File: src/rtl/seg7_pkg.sv
// Shared definitions for the seven-segment scan controller: active-low
// segment codes {a,b,c,d,e,f,g} (bit 6 = a) and the slot FSM state type.
package seg7_pkg;

  localparam int unsigned SEG_W = 7;

  localparam logic [SEG_W-1:0] SEG_BLANK = 7'h7F;

  localparam logic [SEG_W-1:0] SEG_HEX_0 = 7'b0000001;
  localparam logic [SEG_W-1:0] SEG_HEX_1 = 7'b1001111;
  localparam logic [SEG_W-1:0] SEG_HEX_2 = 7'b0010010;
  localparam logic [SEG_W-1:0] SEG_HEX_3 = 7'b0000110;
  localparam logic [SEG_W-1:0] SEG_HEX_4 = 7'b1001100;
  localparam logic [SEG_W-1:0] SEG_HEX_5 = 7'b0100100;
  localparam logic [SEG_W-1:0] SEG_HEX_6 = 7'b0100000;
  localparam logic [SEG_W-1:0] SEG_HEX_7 = 7'b0001111;
  localparam logic [SEG_W-1:0] SEG_HEX_8 = 7'b0000000;
  localparam logic [SEG_W-1:0] SEG_HEX_9 = 7'b0000100;
  localparam logic [SEG_W-1:0] SEG_HEX_A = 7'b0001000;
  localparam logic [SEG_W-1:0] SEG_HEX_B = 7'b1100000;
  localparam logic [SEG_W-1:0] SEG_HEX_C = 7'b0110001;
  localparam logic [SEG_W-1:0] SEG_HEX_D = 7'b1000010;
  localparam logic [SEG_W-1:0] SEG_HEX_E = 7'b0110000;
  localparam logic [SEG_W-1:0] SEG_HEX_F = 7'b0111000;

  // BLANK keeps anodes off at the start of every slot to avoid ghosting
  typedef enum logic {
    ST_BLANK = 1'b0,
    ST_DRIVE = 1'b1
  } scan_state_e;

endpackage

File: src/rtl/seg7_hex_dec.sv
// Combinational hex nibble to active-low seven-segment decoder.
module seg7_hex_dec
  import seg7_pkg::*;
(
  input  logic [3:0]       nibble,
  output logic [SEG_W-1:0] seg_c
);

  always_comb begin
    seg_c = SEG_BLANK;
    case (nibble)
      4'h0: seg_c = SEG_HEX_0;
      4'h1: seg_c = SEG_HEX_1;
      4'h2: seg_c = SEG_HEX_2;
      4'h3: seg_c = SEG_HEX_3;
      4'h4: seg_c = SEG_HEX_4;
      4'h5: seg_c = SEG_HEX_5;
      4'h6: seg_c = SEG_HEX_6;
      4'h7: seg_c = SEG_HEX_7;
      4'h8: seg_c = SEG_HEX_8;
      4'h9: seg_c = SEG_HEX_9;
      4'hA: seg_c = SEG_HEX_A;
      4'hB: seg_c = SEG_HEX_B;
      4'hC: seg_c = SEG_HEX_C;
      4'hD: seg_c = SEG_HEX_D;
      4'hE: seg_c = SEG_HEX_E;
      4'hF: seg_c = SEG_HEX_F;
    endcase
  end

endmodule

File: src/rtl/seg7_scan_ctrl.sv
// Multiplexed hex display scanner with tear-free, frame-aligned updates.
// Optional leading-zero suppression is enabled by defining SEG7_LZ_BLANK_EN.
module seg7_scan_ctrl
  import seg7_pkg::*;
#(
  parameter int unsigned NUM_DIGITS   = 4,
  parameter int unsigned REFRESH_DIV  = 50000,
  parameter int unsigned BLANK_CYCLES = 16
) (
  input  logic                    clk,
  input  logic                    rst,
  input  logic                    en,
  input  logic                    wr_valid,
  output logic                    wr_ready,
  input  logic [4*NUM_DIGITS-1:0] wr_data,
  output logic [SEG_W-1:0]        seg_n,
  output logic [NUM_DIGITS-1:0]   an_n
);

  localparam int unsigned TICK_W = $clog2(REFRESH_DIV);
  localparam int unsigned DIG_W  = (NUM_DIGITS > 1) ? $clog2(NUM_DIGITS) : 1;
  localparam int unsigned DATA_W = 4 * NUM_DIGITS;

  scan_state_e             state;
  scan_state_e             state_nxt;
  logic [TICK_W-1:0]       tick_cnt;
  logic [TICK_W-1:0]       tick_nxt;
  logic [DIG_W-1:0]        digit_idx;
  logic [DIG_W-1:0]        digit_nxt;
  logic [DATA_W-1:0]       disp_reg;
  logic [DATA_W-1:0]       disp_nxt;
  logic [DATA_W-1:0]       shadow_reg;
  logic [DATA_W-1:0]       shadow_nxt;
  logic                    pending;
  logic                    pending_nxt;
  logic [NUM_DIGITS-1:0]   an_nxt;
  logic [SEG_W-1:0]        seg_nxt;
  logic [3:0]              nibble_sel;
  logic [SEG_W-1:0]        dec_seg_c;
  logic                    lz_sup_c;
  logic                    tick_wrap_c;
  logic                    digit_last_c;
  logic                    frame_wrap_c;
  logic                    wr_fire_c;

  assign tick_wrap_c  = (tick_cnt == TICK_W'(REFRESH_DIV - 1));
  assign digit_last_c = (digit_idx == DIG_W'(NUM_DIGITS - 1));
  assign frame_wrap_c = tick_wrap_c && digit_last_c;
  assign wr_fire_c    = wr_valid && wr_ready;

  // State register
  always_ff @(posedge clk or posedge rst) begin
    if (rst) begin
      state <= ST_BLANK;
    end else begin
      state <= state_nxt;
    end
  end

  // Next-state: slot timing, FSM, anode drive and shadow/display handoff
  always_comb begin
    tick_nxt    = tick_cnt + TICK_W'(1);
    digit_nxt   = digit_idx;
    state_nxt   = state;
    an_nxt      = '1;
    disp_nxt    = disp_reg;
    shadow_nxt  = shadow_reg;
    pending_nxt = pending;

    if (tick_wrap_c) begin
      tick_nxt  = '0;
      digit_nxt = digit_last_c ? '0 : digit_idx + DIG_W'(1);
    end

    case (state)
      ST_BLANK: if (tick_nxt == TICK_W'(BLANK_CYCLES)) state_nxt = ST_DRIVE;
      ST_DRIVE: if (tick_wrap_c) state_nxt = ST_BLANK;
    endcase

    if (state_nxt == ST_DRIVE && en) begin
      for (int k = 0; k < int'(NUM_DIGITS); k++) begin
        if (digit_nxt == DIG_W'(k)) an_nxt[k] = 1'b0;
      end
    end

    // A write taken on the boundary edge sees pending=0 here, so it waits a frame
    if (frame_wrap_c && pending) begin
      disp_nxt    = shadow_reg;
      pending_nxt = 1'b0;
    end else if (wr_fire_c) begin
      shadow_nxt  = wr_data;
      pending_nxt = 1'b1;
    end
  end

  // Nibble for the digit that will be on the anodes after this edge
  always_comb begin
    nibble_sel = 4'h0;
    for (int k = 0; k < int'(NUM_DIGITS); k++) begin
      if (digit_nxt == DIG_W'(k)) nibble_sel = disp_nxt[4*k +: 4];
    end
  end

`ifdef SEG7_LZ_BLANK_EN
  // Suppress when this and every higher nibble are zero; digit 0 always shows
  always_comb begin
    lz_sup_c = (digit_nxt != '0);
    for (int k = 0; k < int'(NUM_DIGITS); k++) begin
      if (DIG_W'(k) >= digit_nxt && disp_nxt[4*k +: 4] != 4'h0) lz_sup_c = 1'b0;
    end
  end
`else
  assign lz_sup_c = 1'b0;
`endif

  seg7_hex_dec u_dec (
    .nibble (nibble_sel),
    .seg_c  (dec_seg_c)
  );

  always_comb begin
    seg_nxt = SEG_BLANK;
    if (state_nxt == ST_DRIVE && !lz_sup_c) seg_nxt = dec_seg_c;
  end

  // Datapath and registered outputs
  always_ff @(posedge clk or posedge rst) begin
    if (rst) begin
      tick_cnt   <= '0;
      digit_idx  <= '0;
      disp_reg   <= '0;
      shadow_reg <= '0;
      pending    <= 1'b0;
      wr_ready   <= 1'b1;
      an_n       <= '1;
      seg_n      <= SEG_BLANK;
    end else begin
      tick_cnt   <= tick_nxt;
      digit_idx  <= digit_nxt;
      disp_reg   <= disp_nxt;
      shadow_reg <= shadow_nxt;
      pending    <= pending_nxt;
      wr_ready   <= ~pending_nxt;
      an_n       <= an_nxt;
      seg_n      <= seg_nxt;
    end
  end

endmodule

File: config.mk
export PLATFORM = sky130hd
export DESIGN_NAME = seg7_scan_ctrl
export DESIGN_NICKNAME = d
export VERILOG_FILES = /design/src/rtl/seg7_pkg.sv /design/src/rtl/seg7_hex_dec.sv /design/src/rtl/seg7_scan_ctrl.sv
export SDC_FILE = /design/constraint.sdc
export NUM_CORES = 1
export LEC_CHECK = 0
export BUFFER_PORTS_ARGS = -buffer_cell sky130_fd_sc_hd__buf_2
export CAP_MARGIN = 20
export CORE_UTILIZATION = 56
export CTS_BUF_LIST = sky130_fd_sc_hd__clkbuf_4 sky130_fd_sc_hd__clkbuf_8 sky130_fd_sc_hd__clkbuf_16
export DETAILED_ROUTE_END_ITERATION = 7
export PLACE_DENSITY = 0.73
export REMOVE_ABC_BUFFERS = 1
export SKIP_LAST_GASP = 1
export SYNTH_ARGS = -nofsm -noshare
export SYNTH_HDL_FRONTEND = slang
export SYNTH_HIERARCHICAL = 1
export SYNTH_SLANG_ARGS = --single-unit
File: constraint.sdc
create_clock -name clk -period 3.95 [get_ports clk]
set_clock_uncertainty 0.1 [all_clocks]
set_input_delay 0.79 -clock clk [delete_from_list [all_inputs] [get_ports clk]]
set_output_delay 0.79 -clock clk [all_outputs]
set_load 0.01 [all_outputs]
==> impl_metrics.yaml <==
setup_path:
  worst-path-buf-inv: 2
  crit_slowest_cell: "or4b_1"
  required_ns: 4.10
  worstSetupStartpointType: "register"
  end_kind: "register"
  path_class: "reg2reg"
  cp_max_fo: 11
  cp_top_family: "simple AND/OR/NAND/NOR gates"
  path_cells: "ha_1 > and3_1 > nand3_1 > or4b_1 > mux2_2 > mux2i_1 > mux2i_1 > inv_1 > ha_1 > inv_1 > mux4_2 > nand2b_1"
  reg2reg_slack_ns: 0.18
  worstPathArrival_ns: 3.92
  cp_slowest_stage_delay_ns: 0.79
floorplanning:
  start_util: 0.595
  fp.dieW_um: 79.7
  row_count: 27
  die-area_sq_mm: 0.00635
  die_h_um: 79.7
  io_pins: 32
  core_sq_mm: 0.00568
final_layout:
  regArea_sq_mm: 0.00162
  nNetsFinal: 351
  n_antenna_cell: 0
  multiInputGateArea_sq_mm: 0.00160
  final_cell_mix: "dfrtp_1, buf_2, mux2_2"
  synthToLayoutAreaGrowth_pct: 11.6
  final_common_cell: "dfrtp_1"
  drive_gt1_frac: 0.339
  fillers: 451
global_routing:
  grt_max_degree: 38
  grt_overflow: 0
  use_met3: 0.0469
  gr-usage-met2: 0.329
  busiest_layer: "met2"
  grt_pass1_wl_um: 10400
  antenna_found_initial: 0
  grt_use_met1: 0.305
  grt_pass1_vias: 2201
  grt.total_usage: 0.223
timing:
  hold_violations: 0
  post-route-min-period_ns: 3.77
  finalMaxSlewViolations: 0
  finalSetupViolCount: 0
  fmax_ghz: 0.265
  final.setup.tns_ns: 0
  setup_slack_ns: 0.175
  rsz0062_at_grt: "false"
  fin_crit_sh: 0.956
  tightest_slew_ns: 0.838
  relSlewSlack: 0.438
clock_tree:
  clock_latency_ns: 0.35
  numCtsBuffers: 9
  clock-sinks: 64
  htreeDepth: 3
  cts_max_path_buffers: 2
  tritoncts: "yes"
  post_cts_buffers: 0
  post_cts_resized: 0
  cts.hold.buffers_added: 0
  cts-root-buf: "clkbuf_8"
  path_clk_slew_ns: 0.07
logic_synthesis:
  syn_area_per_cell_sq_um: 11.8
  ys_ff_latch: 64
  ys_seq_area_frac: 0.479
  synthTopCellsByArea: "dfrtp_1, dfstp_2, mux2_2"
  synth_edf_count: 0
  ys_async_sr_fraction: 1.00
  synthCells: 287
  synth_top_area_frac: 0.385
  yosysWarnings: 6
  synth-main-ff-cell: "dfrtp_1"
  yosysUniqueCellTypes: 54
  synthesis.area_sq_mm: 0.00338
  yosys.area.top_type: "dfrtp_1"
routing:
  drc_errors: 0
  firstDrtPassIters: 4
  drt_wl_total_um: 6210
  drtIter0Drc: 124
  via_count: 2254
  final_antenna_net_count: 0
  wl_per_cell_um: 15.6
  viasPerCell: 5.65
place:
  pre_cts_ws_ns: 0.242
  dp_hpwl_um: 4300
  place.gp.congestion: 0.869
  port_buffers: 31
power:
  power_leakage_nw: 1.79
  pwr_density_cell_mw_per_mm2: 390
  peakVddDrop_v: 0.000334
min_path:
  hold_path_class: "reg2reg"
run_status:
  run_status: "completed"
flow_run:
  max-cap-violations: 0
==> logic make-up after synthesis <==
| group | Yosys count | share of synthesized area |
|---|---|---|
| flops | 64 | 0.479 |
| compound gates | 27 | 0.0541 |
| mux | 53 | 0.185 |
| simple gates | 94 | 0.163 |
| buf+inv | 25 | 0.0474 |
| fa+ha+maj | 9 | 0.0333 |
| xor+xnor | 15 | 0.0389 |
==> cell type report <==
type                       count  share of cell area
tap                           72              0.0239
timing repair buffer          40              0.0591
sequential                    64               0.429
multi-input combinational    198               0.425
inverter                       9             0.00896
clock buffer                  10              0.0365
clock inverter                 6              0.0182
==> cell usage after synthesis (all sizes together) (2+ instances only) <==
library cell,number
a211o,2
a21oi,5
and2,3
and3,4
and4bb,2
buf,12
clkbuf,4
dfrtp,52
dfstp,12
ha,9
inv,9
mux2,32
mux2i,20
nand2,15
nand2b,11
nand3,16
nand4,5
nor2,19
nor3,6
nor4,2
nor4b,2
o211ai,2
o21ai,8
o31ai,2
or3,2
xnor2,7
xor2,8
==> worst register-to-register path: stages (launching register included) <==
cell      delay (ns)
dfrtp_1         0.43
ha_1            0.30
and3_1          0.24
nand3_1         0.08
or4b_1          0.79
mux2_2          0.34
mux2i_1         0.07
mux2i_1         0.23
inv_1           0.15
ha_1            0.31
inv_1           0.06
mux4_2          0.44
nand2b_1        0.15
==> per-stage QoR <==
step                      hold WS, ns  total power, mW  instances  instance area, sq um  utilization
after CTS                       0.406             1.48        399                  3770        0.664
after global routing            0.415             1.53        399                  3770        0.664
after detailed placement        0.388            0.905        383                  3560        0.628
after global placement          0.378            0.900        383                  3560        0.628
after floorplan                 0.332            0.861        271                  3250            -
final                           0.404             1.47        399                  3770        0.664
==> layer usage <==
metal,share of wire,routed length [um],vias to the layer above
li1,-,-,1079
met1,0.50,3080,1112
met2,0.45,2810,51
met3,0.033,203,12
met4,0.020,127,0
met5,0,0,-
==> path summary, 6_finish.rpt <==
kind | from | endpoint | depth (start not counted)
max reg2reg | tick_cnt[0]$_DFF_PP0_ | seg_n[3]$_DFF_PP1_ | 12
min in group asynchronous | rst | disp_reg[13]$_DFF_PP0_ | 2
min | disp_reg[0]$_DFF_PP0_ | disp_reg[0]$_DFF_PP0_ | 1
min reg2reg | disp_reg[0]$_DFF_PP0_ | disp_reg[0]$_DFF_PP0_ | 1
max | tick_cnt[0]$_DFF_PP0_ | seg_n[3]$_DFF_PP1_ | 12
max in group asynchronous | rst | seg_n[2]$_DFF_PP1_ | 3
==> where the power goes <==
| part | total, mW | switching (mW) | internal (mW) |
|---|---|---|---|
| Clock | 0.580 | 0.271 | 0.309 |
| Combinational | 0.121 | 0.0369 | 0.0837 |
| Sequential | 0.772 | 0.0450 | 0.726 |
No activity file was read; power rests on OpenSTA's default activity.
